==> src/rtl/mult_fu_ctrl.sv <==
// RV32M multiply functional unit controller: issues ops into a fixed-latency
// multiplier, tracks tags alongside it, buffers results and offers them to the CDB.
module mult_fu_ctrl #(
  parameter int STAGES  = 4,
  parameter int CREDITS = 5,
  parameter int TAG_W   = 6
) (
  input  logic             clock,
  input  logic             reset,
  input  logic             squash,
  input  logic             issue_valid,
  output logic             issue_ready,
  input  logic [1:0]       issue_func,
  input  logic [31:0]      issue_rs1,
  input  logic [31:0]      issue_rs2,
  input  logic [TAG_W-1:0] issue_tag,
  output logic             mult_start,
  output logic [63:0]      mult_mcand,
  output logic [63:0]      mult_mplier,
  input  logic [63:0]      mult_product,
  input  logic             mult_done,
  output logic             cdb_req,
  output logic [TAG_W-1:0] cdb_tag,
  output logic [31:0]      cdb_value,
  input  logic             cdb_grant,
  output logic             busy
);

  localparam int CW = $clog2(CREDITS + 1);
  localparam int PW = (CREDITS > 1) ? $clog2(CREDITS) : 1;
  localparam logic [CW-1:0] CRED = CW'(CREDITS);
  localparam logic [PW-1:0] LAST = PW'(CREDITS - 1);

  logic [CW-1:0]    count_q, count_d;
  logic [STAGES-1:0] mv_q, mv_d;
  logic [1:0]       mf_q [STAGES];
  logic [1:0]       mf_d [STAGES];
  logic [TAG_W-1:0] mt_q [STAGES];
  logic [TAG_W-1:0] mt_d [STAGES];
  logic [TAG_W-1:0] ft_q [CREDITS];
  logic [TAG_W-1:0] ft_d [CREDITS];
  logic [31:0]      fv_q [CREDITS];
  logic [31:0]      fv_d [CREDITS];
  logic [PW-1:0]    rd_q, rd_d;
  logic [PW-1:0]    wr_q, wr_d;
  logic [CW-1:0]    occ_q, occ_d;

  logic issue_fire;
  logic rs1_sgn;
  logic rs2_sgn;
  logic push;
  logic pop;
  logic [31:0] res;
  logic unused_done;

  // the multiplier cannot stall, so the credit count alone gates issue
  assign issue_ready = (count_q < CRED);
  assign issue_fire  = issue_valid & issue_ready & ~squash & ~reset;
  assign mult_start  = issue_fire;
  assign busy        = (count_q != '0);
  assign unused_done = mult_done;

  always_comb begin
    rs1_sgn = 1'b0;
    rs2_sgn = 1'b0;
    unique case (1'b1)
      (issue_func == 2'd0),
      (issue_func == 2'd1): begin
        rs1_sgn = 1'b1;
        rs2_sgn = 1'b1;
      end
      (issue_func == 2'd2): rs1_sgn = 1'b1;
      default: ;
    endcase
  end

  assign mult_mcand  = {{32{rs1_sgn & issue_rs1[31]}}, issue_rs1};
  assign mult_mplier = {{32{rs2_sgn & issue_rs2[31]}}, issue_rs2};

  assign push = mv_q[STAGES-1];
  assign res  = (mf_q[STAGES-1] == 2'd0) ? mult_product[31:0]
                                         : mult_product[63:32];

  assign cdb_req   = (occ_q != '0);
  assign pop       = cdb_req & cdb_grant;
  assign cdb_tag   = cdb_req ? ft_q[rd_q] : '0;
  assign cdb_value = cdb_req ? fv_q[rd_q] : '0;

  always_comb begin
    count_d = count_q + CW'(issue_fire) - CW'(pop);
    mv_d    = '0;
    mf_d    = mf_q;
    mt_d    = mt_q;
    mv_d[0] = issue_fire;
    mf_d[0] = issue_func;
    mt_d[0] = issue_tag;
    for (int i = 1; i < STAGES; i++) begin
      mv_d[i] = mv_q[i-1];
      mf_d[i] = mf_q[i-1];
      mt_d[i] = mt_q[i-1];
    end
    ft_d  = ft_q;
    fv_d  = fv_q;
    rd_d  = rd_q;
    wr_d  = wr_q;
    occ_d = occ_q + CW'(push) - CW'(pop);
    if (push) begin
      ft_d[wr_q] = mt_q[STAGES-1];
      fv_d[wr_q] = res;
      wr_d = (wr_q == LAST) ? '0 : wr_q + 1'b1;
    end
    if (pop) begin
      rd_d = (rd_q == LAST) ? '0 : rd_q + 1'b1;
    end
    // flush drops everything, including done pulses still in the multiplier
    if (squash) begin
      count_d = '0;
      mv_d    = '0;
      rd_d    = '0;
      wr_d    = '0;
      occ_d   = '0;
    end
  end

  always_ff @(posedge clock or posedge reset) begin
    if (reset) begin
      count_q <= '0;
      mv_q    <= '0;
      rd_q    <= '0;
      wr_q    <= '0;
      occ_q   <= '0;
      for (int i = 0; i < STAGES; i++) begin
        mf_q[i] <= '0;
        mt_q[i] <= '0;
      end
      for (int i = 0; i < CREDITS; i++) begin
        ft_q[i] <= '0;
        fv_q[i] <= '0;
      end
    end else begin
      count_q <= count_d;
      mv_q    <= mv_d;
      mf_q    <= mf_d;
      mt_q    <= mt_d;
      ft_q    <= ft_d;
      fv_q    <= fv_d;
      rd_q    <= rd_d;
      wr_q    <= wr_d;
      occ_q   <= occ_d;
    end
  end

endmodule
==> config.mk <==
export PLATFORM = sky130hd
export DESIGN_NAME = mult_fu_ctrl
export DESIGN_NICKNAME = d
export VERILOG_FILES = /design/src/rtl/mult_fu_ctrl.sv
export SDC_FILE = /design/constraint.sdc
export NUM_CORES = 1
export LEC_CHECK = 0
export BUFFER_PORTS_ARGS = -buffer_cell sky130_fd_sc_hd__buf_4
export CAP_MARGIN = 20
export CORE_UTILIZATION = 30
export CTS_CLUSTER_SIZE = 40
export DETAILED_ROUTE_END_ITERATION = 10
export PLACE_DENSITY_LB_ADDON = 0.25
export SYNTH_ARGS = -nofsm -noshare
export SYNTH_HDL_FRONTEND = slang
export SYNTH_SLANG_ARGS = --single-unit
export TNS_END_PERCENT = 50
==> constraint.sdc <==
create_clock -name clock -period 7.32 [get_ports clock]
set_input_delay 0.366 -clock clock [delete_from_list [all_inputs] [get_ports clock]]
set_output_delay 0.366 -clock clock [all_outputs]
set_load 0.05 [all_outputs]
==> reports/metrics.csv, run 1 <==
metric;value;unit
synth_compound_area_share;11.8;%
synth.area.top_cells;dfrtp_1, mux2_2, buf_4;
min_period;3.40;ns
io_buffers;186;
cts_buffer_depth;3;
vias_per_cell;4.56;
finalCritPeriodShare;46.5;%
slew_headroom;32.5;%
yosysSeqAreaShare;52.5;%
worstPathArrival;3.03;ns
synth_mux_area_share;13.4;%
drt-wirelength-per-cell;16.3;µm
postSynthAreaPerCell;10.5;µm²
syn_nets;1235;
hold_slack;0.0931;ns
powerDensity;341;nW/µm²
track_usage;13.9;%
worst_pin_slew;1.01;ns
crit_required;6.95;ns
drive_above_1_share;31.2;%
drt_wl_total;26900;µm
max_stage_delay;0.78;ns
rsz0062_at_grt;false;
crit_chain;buf_4, nor3b_2, buf_4, a222oi_1, nor2_1, buf_4;
postCtsSetupBuffers;0;
start_util;30.8;%
yosys.area.top_type;dfrtp_1;
max_freq;294;MHz
diodes;0;
r2r_setup_slack;4.74;ns
vias;7536;
ant_nets;0;
cts_sinks;238;
grt_max_degree;139;
path_clk_slew;0.06;ns
synth_xor_area_share;0.154;%
root_buffer;clkbuf_16;
fin_skew;0.0213;ns
fillers;3663;
synth_edf_count;0;
finalPower;4530;µW
dieArea;38600;µm²
peakVddDrop;0.000158;V
synthSimpleGateAreaFrac;8.61;%
grt_pass1_wl;42100;µm
worst_slack;3.92;ns
status;complete, no violations;
cp_max_fo;44;
synth_top_area_share;52.5;%
antenna_found_initial;0;
syn_to_final_growth;17.1;%
synth_top_family_by_area;multiplexers;
path_common_cell;buf_4;
synth_flop_cell;dfrtp_1;
netlist_instances;1081;
drt_drc_violations_left;0;
min_path_type;input pin to flop;
h-tree-depth;1;
hpwlAfterDp;15500;µm
numCtsBuffers;29;
slew_viol_final;0;
gr-total-overflow;0;
tns;0;ns
async_reset_ff_share;100;%
finish.net_count;1281;
crit_start;rd_q[1];
synth_cell_type_count;37;
hold_viol;0;
leakagePower;0.00559;µW
setup_viol;0;
syn_area;11300;µm²
gp_congestion;0.679;
drt_iter0_drc;303;
rows;70;
critical_path_class;flop to output port;
core-area;36900;µm²
insertion_delay;0.54;ns
fp.dieW;196;µm
ioPinCount;312;
synth_warnings;0;
startpoint_type;flop;
die_h;196;µm
pre_cts_slack;4.40;ns
cts_tree;built;
synth_common_cells;dfrtp_1, a21oi_1, nor2_1, buf_4, mux2_2;
cp-end-kind;output port;
r2r_start;occ_q[1];
yosys.area_share.adder;1.46;%
synth.most_common_cell;dfrtp_1;
cap_violations;0;
synth-seq-cells;238;
first_pass_iters;4;
grt_pass1_vias;7453;
slowest_stage;dfrtp_4;
hp-start;issue_valid;
## worst paths after layout
path,to,cells after the start
min in group asynchronous,mv_q[3],3
worst max-delay path,cdb_value[30],6
max in group asynchronous,fv_q[143],5
worst max register to register,occ_q[2],10
worst min-delay path,mv_q[0],2
worst min register to register,mf_q[0],0
## repair_timing
action,CTS,global route
hold buffers,8,1
endpoints found under the hold margin,8,21
resized for setup,0,0
## sequential cells by signal, summed over array words and instances, names as in the netlist
register / cells
mv_q: 4
wr_q: 3
ft_q: 30
occ_q: 3
mt_q: 6
mt_d: 18
mf_q: 2
fv_q: 160
rd_q: 3
count_q: 3
mf_d: 6
## through the flow
stage               utilization, %  area, µm²  cells
floorplan                        -      11300   1081
global placement              33.1      12200   1588
detailed placement            33.1      12200   1588
CTS                           35.9      13200   1648
global route                  36.0      13300   1652
finish                        36.0      13300   1652
## critical path: cells and delay by family, from the launching register on
family	cells	cell delay, ns
AO/OA/AOI/OAI	1	0.37
buffers and inverters	3	1.11
flip-flops	1	0.78
AND/OR/NAND/NOR	2	0.21
## final cells by class
class	instances	area (µm²)	area share [%]
well taps	504	631	4.75
repair buffers	210	1630	12.3
clock inverters	8	100	0.753
multi-input cells	634	4080	30.7
flip-flops and latches	238	5960	44.8
inverters	14	60.1	0.452
clock buffers	44	822	6.19
## cells by family (layout without fill, tap and decap cells)
kind of cell	Yosys count	count (layout)
flip-flops	238	238
buffers and inverters	209	276
adder cells (fa/ha/maj)	12	12
AO/OA/AOI/OAI	246	246
multiplexers	139	139
XOR/XNOR	2	2
AND/OR/NAND/NOR	235	235
## cells in the final DEF, fill, tap and decap left out, types with 2 or more instances in the layout
| master | Yosys | routed |
|---|---|---|
| mux2_1 | 3 | 3 |
| ha_1 | 10 | 10 |
| nor2_4 | 0 | 2 |
| nor2b_1 | 7 | 5 |
| inv_1 | 14 | 13 |
| a21oi_1 | 170 | 170 |
| fa_1 | 2 | 2 |
| clkbuf_1 | 15 | 11 |
| nor3_1 | 3 | 2 |
| mux2_2 | 103 | 103 |
| inv_6 | 0 | 2 |
| xor2_1 | 2 | 2 |
| clkbuf_8 | 0 | 4 |
| nand3_1 | 2 | 2 |
| buf_8 | 0 | 2 |
| a22oi_1 | 37 | 37 |
| clkinv_2 | 0 | 3 |
| and3_1 | 2 | 2 |
| nand2_1 | 73 | 73 |
| bufinv_16 | 0 | 2 |
| o21ai_0 | 34 | 34 |
| dfrtp_1 | 238 | 237 |
| nor2_1 | 137 | 136 |
| and4bb_4 | 0 | 2 |
| dlygate4sd3_1 | 0 | 9 |
| clkbuf_16 | 0 | 29 |
| mux2i_1 | 33 | 33 |
| buf_4 | 136 | 198 |
## report_power, final
part           switching, µW  leakage [µW]  internal [µW]
Combinational           1190       0.00270            510
Clock                    539      0.000448            840
Sequential              61.1       0.00244           1400
## metal layers
| metal | vias to the layer above | track usage [%] | wire length [µm] |
|---|---|---|---|
| met5 | - | 0 | 0 |
| met4 | 0 | 4.46 | 717 |
| met3 | 67 | 3.25 | 1720 |
| met2 | 217 | 23.3 | 13000 |
| met1 | 3621 | 17.5 | 11500 |
| li1 | 3631 | - | - |
Note: power is estimated with default switching activity, not from simulation.
==> run 2: changes to the inputs <==
- clock period: 7.32 -> 3.3 ns (I/O delays scaled with it)
==> run 2 against run 1 <==
First-iteration DRC count decreased by 3.0%. Critical path type unchanged. Sequential cell count did not move. Core utilization rose by 0.20 points. Worst setup slack worse by 3.3 ns. Critical endpoint is now cdb_tag[3]. Hold slack worse by 0.059 ns.
==> reports/metrics.csv, run 2 (synthesis results as in run 1) <==
metric;value;unit;change
mostFrequentLayoutCell;dfrtp_1;;
hpwlAfterDp;17200;µm;+11%
mostFrequentLayoutCells;dfrtp_1, buf_4, a21oi_1;;
ctsHoldBuffers;13;;+5
io_buffers;186;;unchanged
cp-end-kind;output port;;
worstPathArrival;2.47;ns;-0.56 ns
first_pass_iters;4;;unchanged
gp_congestion;0.717;;+5.6%
leakagePower;0.00563;µW;+0.68%
tns;0;ns;unchanged
fp.dieW;196;µm;unchanged
ff2ff_path_depth;10;;unchanged
holdPathStages;3;;+1
slew_viol_final;0;;unchanged
largest_reg_flops;160;;unchanged
grt_pass1_wl;42100;µm;about the same
slowest_stage;dfrtp_1;;
vias;7510;;-0.35%
crit_chain;nor2b_4, buf_4, a22oi_1, a21oi_1, buf_4;;
postCtsSetupBuffers;0;;unchanged
dieArea;38600;µm²;unchanged
finalCritPeriodShare;79.8;%;
utilization;36.2;%;+0.20 points
min_period;2.63;ns;
setup_viol;0;;unchanged
peakVddDrop;0.000341;V;+120%
ioPinCount;312;;unchanged
syn_to_final_growth;17.8;%;
drt_drc_violations_left;0;;unchanged
slew_headroom;32.3;%;-0.18 points
insertion_delay;0.53;ns;about the same
path_delay_family;buffers and inverters;;
root_buffer;clkbuf_16;;
rsz0062_at_grt;false;;
antenna_found_initial;0;;unchanged
grt_max_degree;76;;-45%
cts_sinks;238;;unchanged
start_util;30.8;%;unchanged
core-area;36900;µm²;unchanged
critical_path_class;flop to output port;;
worst_pin_slew;1.01;ns;-0.00263 ns
powerDensity;739;nW/µm²;+120%
fin_skew;0.0139;ns;-0.00741 ns
post_cts_resized;0;;unchanged
drive_above_1_share;31.4;%;+0.22 points
gr-total-overflow;0;;unchanged
drt-wirelength-per-cell;16.3;µm;+0.11%
rows;70;;unchanged
cap_violations;0;;unchanged
status;complete, no violations;;
path_clk_slew;0.06;ns;about the same
cts_buffer_depth;3;;unchanged
grt_pass1_vias;7480;;+0.36%
cp_max_fo;38;;-14%
startpoint_type;flop;;
path_common_cell;buf_4;;
finish.net_count;1294;;+1.0%
drt_wl_total;27100;µm;+0.78%
max_stage_delay;0.51;ns;-0.27 ns
h-tree-depth;1;;unchanged
min_path_type;input pin to flop;;
diodes;0;;unchanged
crit_required;3.13;ns;-3.82 ns
fillers;3654;;-0.25%
drt_iter0_drc;294;;-3.0%
vias_per_cell;4.52;;-1.0%
hold_viol;0;;unchanged
max_freq;380;MHz;
cp.depth;5;;-1
top_register;fv_q;;
cts_tree;built;;
track_usage;14.0;%;+0.12 points
path_buf_inv;2;;-1
numCtsBuffers;28;;-3.4%
die_h;196;µm;unchanged
ant_nets;0;;unchanged
-- run 2: stage by stage --
step | cells | power [µW] | instance area, µm² | setup WS [ns] | hold WS [ns]
2_1_floorplan | 1081 | 6130 | 11300 | -0.360 | 0.196
3_3_place_gp | 1599 | 7110 | 12400 | 0.748 | 0.225
3_5_place_dp | 1599 | 7120 | 12400 | 0.754 | 0.223
4_1_cts | 1661 | 10000 | 13300 | 0.535 | 0.0104
5_1_grt | 1663 | 10400 | 13400 | 0.502 | 0.0339
6_report | 1663 | 9870 | 13400 | 0.668 | 0.0345
-- run 2: report_power, final --
group	leakage [µW]	switching, µW	total, µW	internal [µW]
Sequential	0.00244	120	3220	3100
Clock	0.000413	1160	2840	1670
Combinational	0.00277	2660	3820	1160
Total	0.00563	3940	9870	5930
-- run 2: layer usage --
metal | vias up | track usage (%) | part of all wire, %
met4 | 0 | 5.47 | 3.5
met1 | 3577 | 17.0 | 41
met3 | 74 | 3.08 | 6.6
li1 | 3660 | - | -
met5 | - | 0 | 0
met2 | 199 | 24.0 | 48
-- run 2: tightest hold or removal path: cells and delay by family --
family / cells / cell delay (ns)
AO/OA/AOI/OAI: 1 / 0.15
multiplexers: 1 / 0.13
buffers and inverters: 1 / 0.07
-- run 2: path summary, 6_finish.rpt --
check / slack [ns] / from / end
hold reg to reg: 0.34 / mf_d[3] / mf_d[1]
min in group asynchronous: 0.22 / reset / count_q[2]
max in group asynchronous: 1.99 / reset / fv_q[44]
hold / removal: 0.03 / mult_product[37] / fv_q[5]
setup reg to reg: 0.77 / occ_q[1] / occ_q[2]
setup / recovery: 0.67 / rd_q[0] / cdb_tag[3]
-- run 2: final cells by class --
type	instances	area, µm²	share of cell area, %
clock inverter	5	28.8	0.215
inverter	14	56.3	0.421
tap	504	631	4.72
sequential	238	5960	44.6
clock buffer	44	812	6.08
multi-input combinational	634	4080	30.5
timing repair buffer	224	1790	13.4
==> run 3: changes to the inputs <==
- ABC_AREA: not set -> 1
- clock period: 3.3 -> 2.45 ns (I/O delays scaled with it)
==> run 3 against run 2 <==
Wire length grew 14%. Sequential power is 38% higher. Synthesized cell count grew 44%. Design area grew 7.4%. Sequential cell count did not move. Clock power up 44%. Worst setup slack worse by 0.57 ns. Cell count increased by 30%. Global-route usage is 1.1 points higher. Area after synthesis increased by 7.4%. Highest routed layer unchanged.
==> reports/metrics.csv, run 3 <==
metric;value;unit;change
track_usage;15.1;%;+1.1 points
path_buf_inv;2;;unchanged
yosys.area.top_type;dfrtp_1;;
drt_wl_total;30900;µm;+14%
intPower;8430;µW;+42%
syn_to_final_growth;17.7;%;about the same
worst_pin_slew;0.803;ns;-0.207 ns
crit_chain;nor3_4, buf_8, nand2_1, a21oi_2, buf_4;;
min_path_type;input pin to flop;;
h-tree-depth;1;;unchanged
hold_viol;0;;unchanged
io_buffers;186;;unchanged
synth.area.top_cells;dfrtp_1, nand2_1, buf_4;;
first_pass_iters;5;;+1
dp_cells;2085;;+30%
dieArea;41400;µm²;+7.3%
synth_cell_type_count;24;;-35%
synth_mux_area_share;0;%;-13 points
status;complete, no violations;;
min_period;2.35;ns;
r2r_setup_slack;0.22;ns;-0.55 ns
synth_top_area_share;48.9;%;-3.6 points
cts_tree;built;;
crit_required;2.33;ns;-0.80 ns
syn_nets;1709;;+38%
synth_top_family_by_area;simple AND/OR/NAND/NOR gates;;
root_buffer;clkbuf_16;;
yosysSeqAreaShare;48.9;%;-3.6 points
async_reset_ff_share;100;%;unchanged
finish.net_count;1765;;+36%
rows;73;;+4.3%
synth_flop_cell;dfrtp_1;;
synth_warnings;0;;unchanged
ioPinCount;312;;unchanged
pwr-share-comb;41.2;%;+2.5 points
critical_path_class;flop to output port;;
synth-seq-cells;238;;unchanged
setup_viol;0;;unchanged
rsz0062_at_grt;true;;
slowest_stage;dfrtp_4;;
mostFrequentLayoutCells;nand2_1, dfrtp_1, inv_1;;
synth_edf_count;0;;unchanged
die_h;204;µm;+3.6%
leakagePower;0.00794;µW;+41%
top_register;fv_q;;
vias;9515;;+27%
synthSimpleGateAreaFrac;19.7;%;+11 points
power.share.clock;28.2;%;-0.5 points
drt_drc_violations_left;0;;unchanged
path_clk_slew;0.06;ns;about the same
worst_slack;0.102;ns;-0.566 ns
path_delay_family;flip-flops;;
drive_above_1_share;17.7;%;-14 points
powerDensity;1010;nW/µm²;+36%
slew_headroom;46.5;%;+14 points
core-area;39900;µm²;+8.2%
finalPower;14500;µW;+46%
synth_common_cells;nand2_1, dfrtp_1, inv_1, o21ai_0, buf_4;;
pwr-share-seq;30.6;%;-2.0 points
cts_buffer_depth;3;;unchanged
gr-total-overflow;0;;unchanged
switching_share;41.7;%;+1.8 points
grt_max_degree;132;;+74%
numCtsBuffers;28;;unchanged
insertion_delay;0.53;ns;about the same
max_freq;426;MHz;
cts_sinks;238;;unchanged
synth_xor_area_share;0.0719;%;-0.083 points
fp.dieW;204;µm;+3.6%
fin_skew;0.0136;ns;-0.000260 ns
vias_per_cell;4.41;;-2.4%
synth_compound_area_share;11.3;%;-0.55 points
place_area;13200;µm²;+6.4%
fillers;4202;;+15%
max_stage_delay;0.61;ns;+0.10 ns
grt_pass1_wl;49300;µm;+17%
cp-end-kind;output port;;
largest_reg_flops;160;;unchanged
finalCritPeriodShare;95.8;%;
fin_cells;2158;;+30%
startpoint_type;flop;;
drt_iter0_drc;576;;+96%
ant_nets;0;;unchanged
grt_pass1_vias;8929;;+19%
mostFrequentLayoutCell;nand2_1;;
syn_area;12200;µm²;+7.4%
postSynthAreaPerCell;7.83;µm²;-25%
slew_viol_final;0;;unchanged
postLayoutCellArea;14300;µm²;+7.4%
p_switching;6030;µW;+53%
synth.most_common_cell;nand2_1;;
cap_violations;0;;unchanged
diodes;0;;unchanged
drt-wirelength-per-cell;14.3;µm;-12%
cp_max_fo;20;;-47%
pre_cts_slack;0.227;ns;-0.527 ns
gp_congestion;0.735;;+2.6%
netlist_instances;1555;;+44%
hpwlAfterDp;19600;µm;+14%
antenna_found_initial;0;;unchanged
yosys.area_share.adder;1.36;%;-0.10 points
worstPathArrival;2.23;ns;-0.24 ns
start_util;30.5;%;-0.24 points
peakVddDrop;0.000816;V;+140%
run 3: cell count changes in the layout (fill, tap and decap cells not counted), sizes merged, moves of 2 or more:
cell,change
nand2,+429
inv,+201
o21ai,+194
a21oi,-127
nor2,-121
mux2,-106
nand3,+80
a22oi,-37
mux2i,-33
nor2b,-7
buf,+6
dlygate4sd3,+6
and4bb,-2
clkbuf,+2
run 3: kinds of logic (layout without fill, tap and decap cells):
kind of cell / Yosys count / in the layout
compound gates: 273 / 273
simple gates: 605 / 605
fa+ha+maj: 12 / 12
xor+xnor: 1 / 1
buf+inv: 426 / 504
flops: 238 / 238
run 3: final timing paths:
| path | startpoint | cells past startpoint | endpoint |
|---|---|---|---|
| max | rd_q[1] | 5 | cdb_value[31] |
| min | mult_product[37] | 3 | fv_q[69] |
| max reg2reg | occ_q[1] | 11 | occ_q[2] |
| min reg2reg | mt_d[9] | 0 | mt_d[3] |
| max in group asynchronous | reset | 5 | fv_q[42] |
| min in group asynchronous | reset | 4 | mt_d[5] |
run 3: what timing repair did:
action | CTS | global route
endpoints found under the setup margin | 38 | 14
hold buffers | 19 | 0
gates resized for setup | 12 | 6
hold endpoints to repair | 172 | 0
setup buffers | 2 | 0
run 3: metrics by stage:
step                      TNS (ns)  hold slack (ns)  utilization, %
after floorplan            -238.04            0.154               -
after global placement           0            0.235            33.0
after detailed placement         0            0.233            33.0
after CTS                        0           0.0114            35.9
after global routing      -0.00503           0.0298            35.9
final                            0           0.0265            35.9
run 3: power groups by stage:
stage | logic (µW) | registers, µW | clock network, µW
CTS | 6050 | 4430 | 4210
global placement | 5830 | 4540 | 0
floorplan | 4480 | 4430 | 0
global route | 6490 | 4470 | 4360
detailed placement | 5860 | 4550 | 0
finish | 5950 | 4430 | 4080
run 3: worst reg2reg max path, delay by kind of cell, from the launching register on:
| kind | cells | cell delay (ns) |
|---|---|---|
| adder cells (fa/ha/maj) | 3 | 0.78 |
| AND/OR/NAND/NOR | 5 | 0.74 |
| buffers and inverters | 3 | 0.22 |
| flip-flops | 1 | 0.41 |
run 3: cell type report:
type | count | area (µm²) | area share [%]
Sequential cell | 238 | 5960 | 41.6
Multi-Input combinational cell | 891 | 4010 | 28.0
Clock inverter | 6 | 36.3 | 0.253
Timing Repair Buffer | 236 | 1960 | 13.7
Tap cell | 525 | 657 | 4.58
Clock buffer | 46 | 890 | 6.20
Inverter | 216 | 827 | 5.77
run 3: layer usage:
layer  GRT usage [%]  routed length [µm]  vias up
met5               0                   0        -
met4            4.78                 655        0
met3            2.76                1770       44
met2            24.8               14500      299
met1            20.0               14000     4397
li1                -                   -     4775
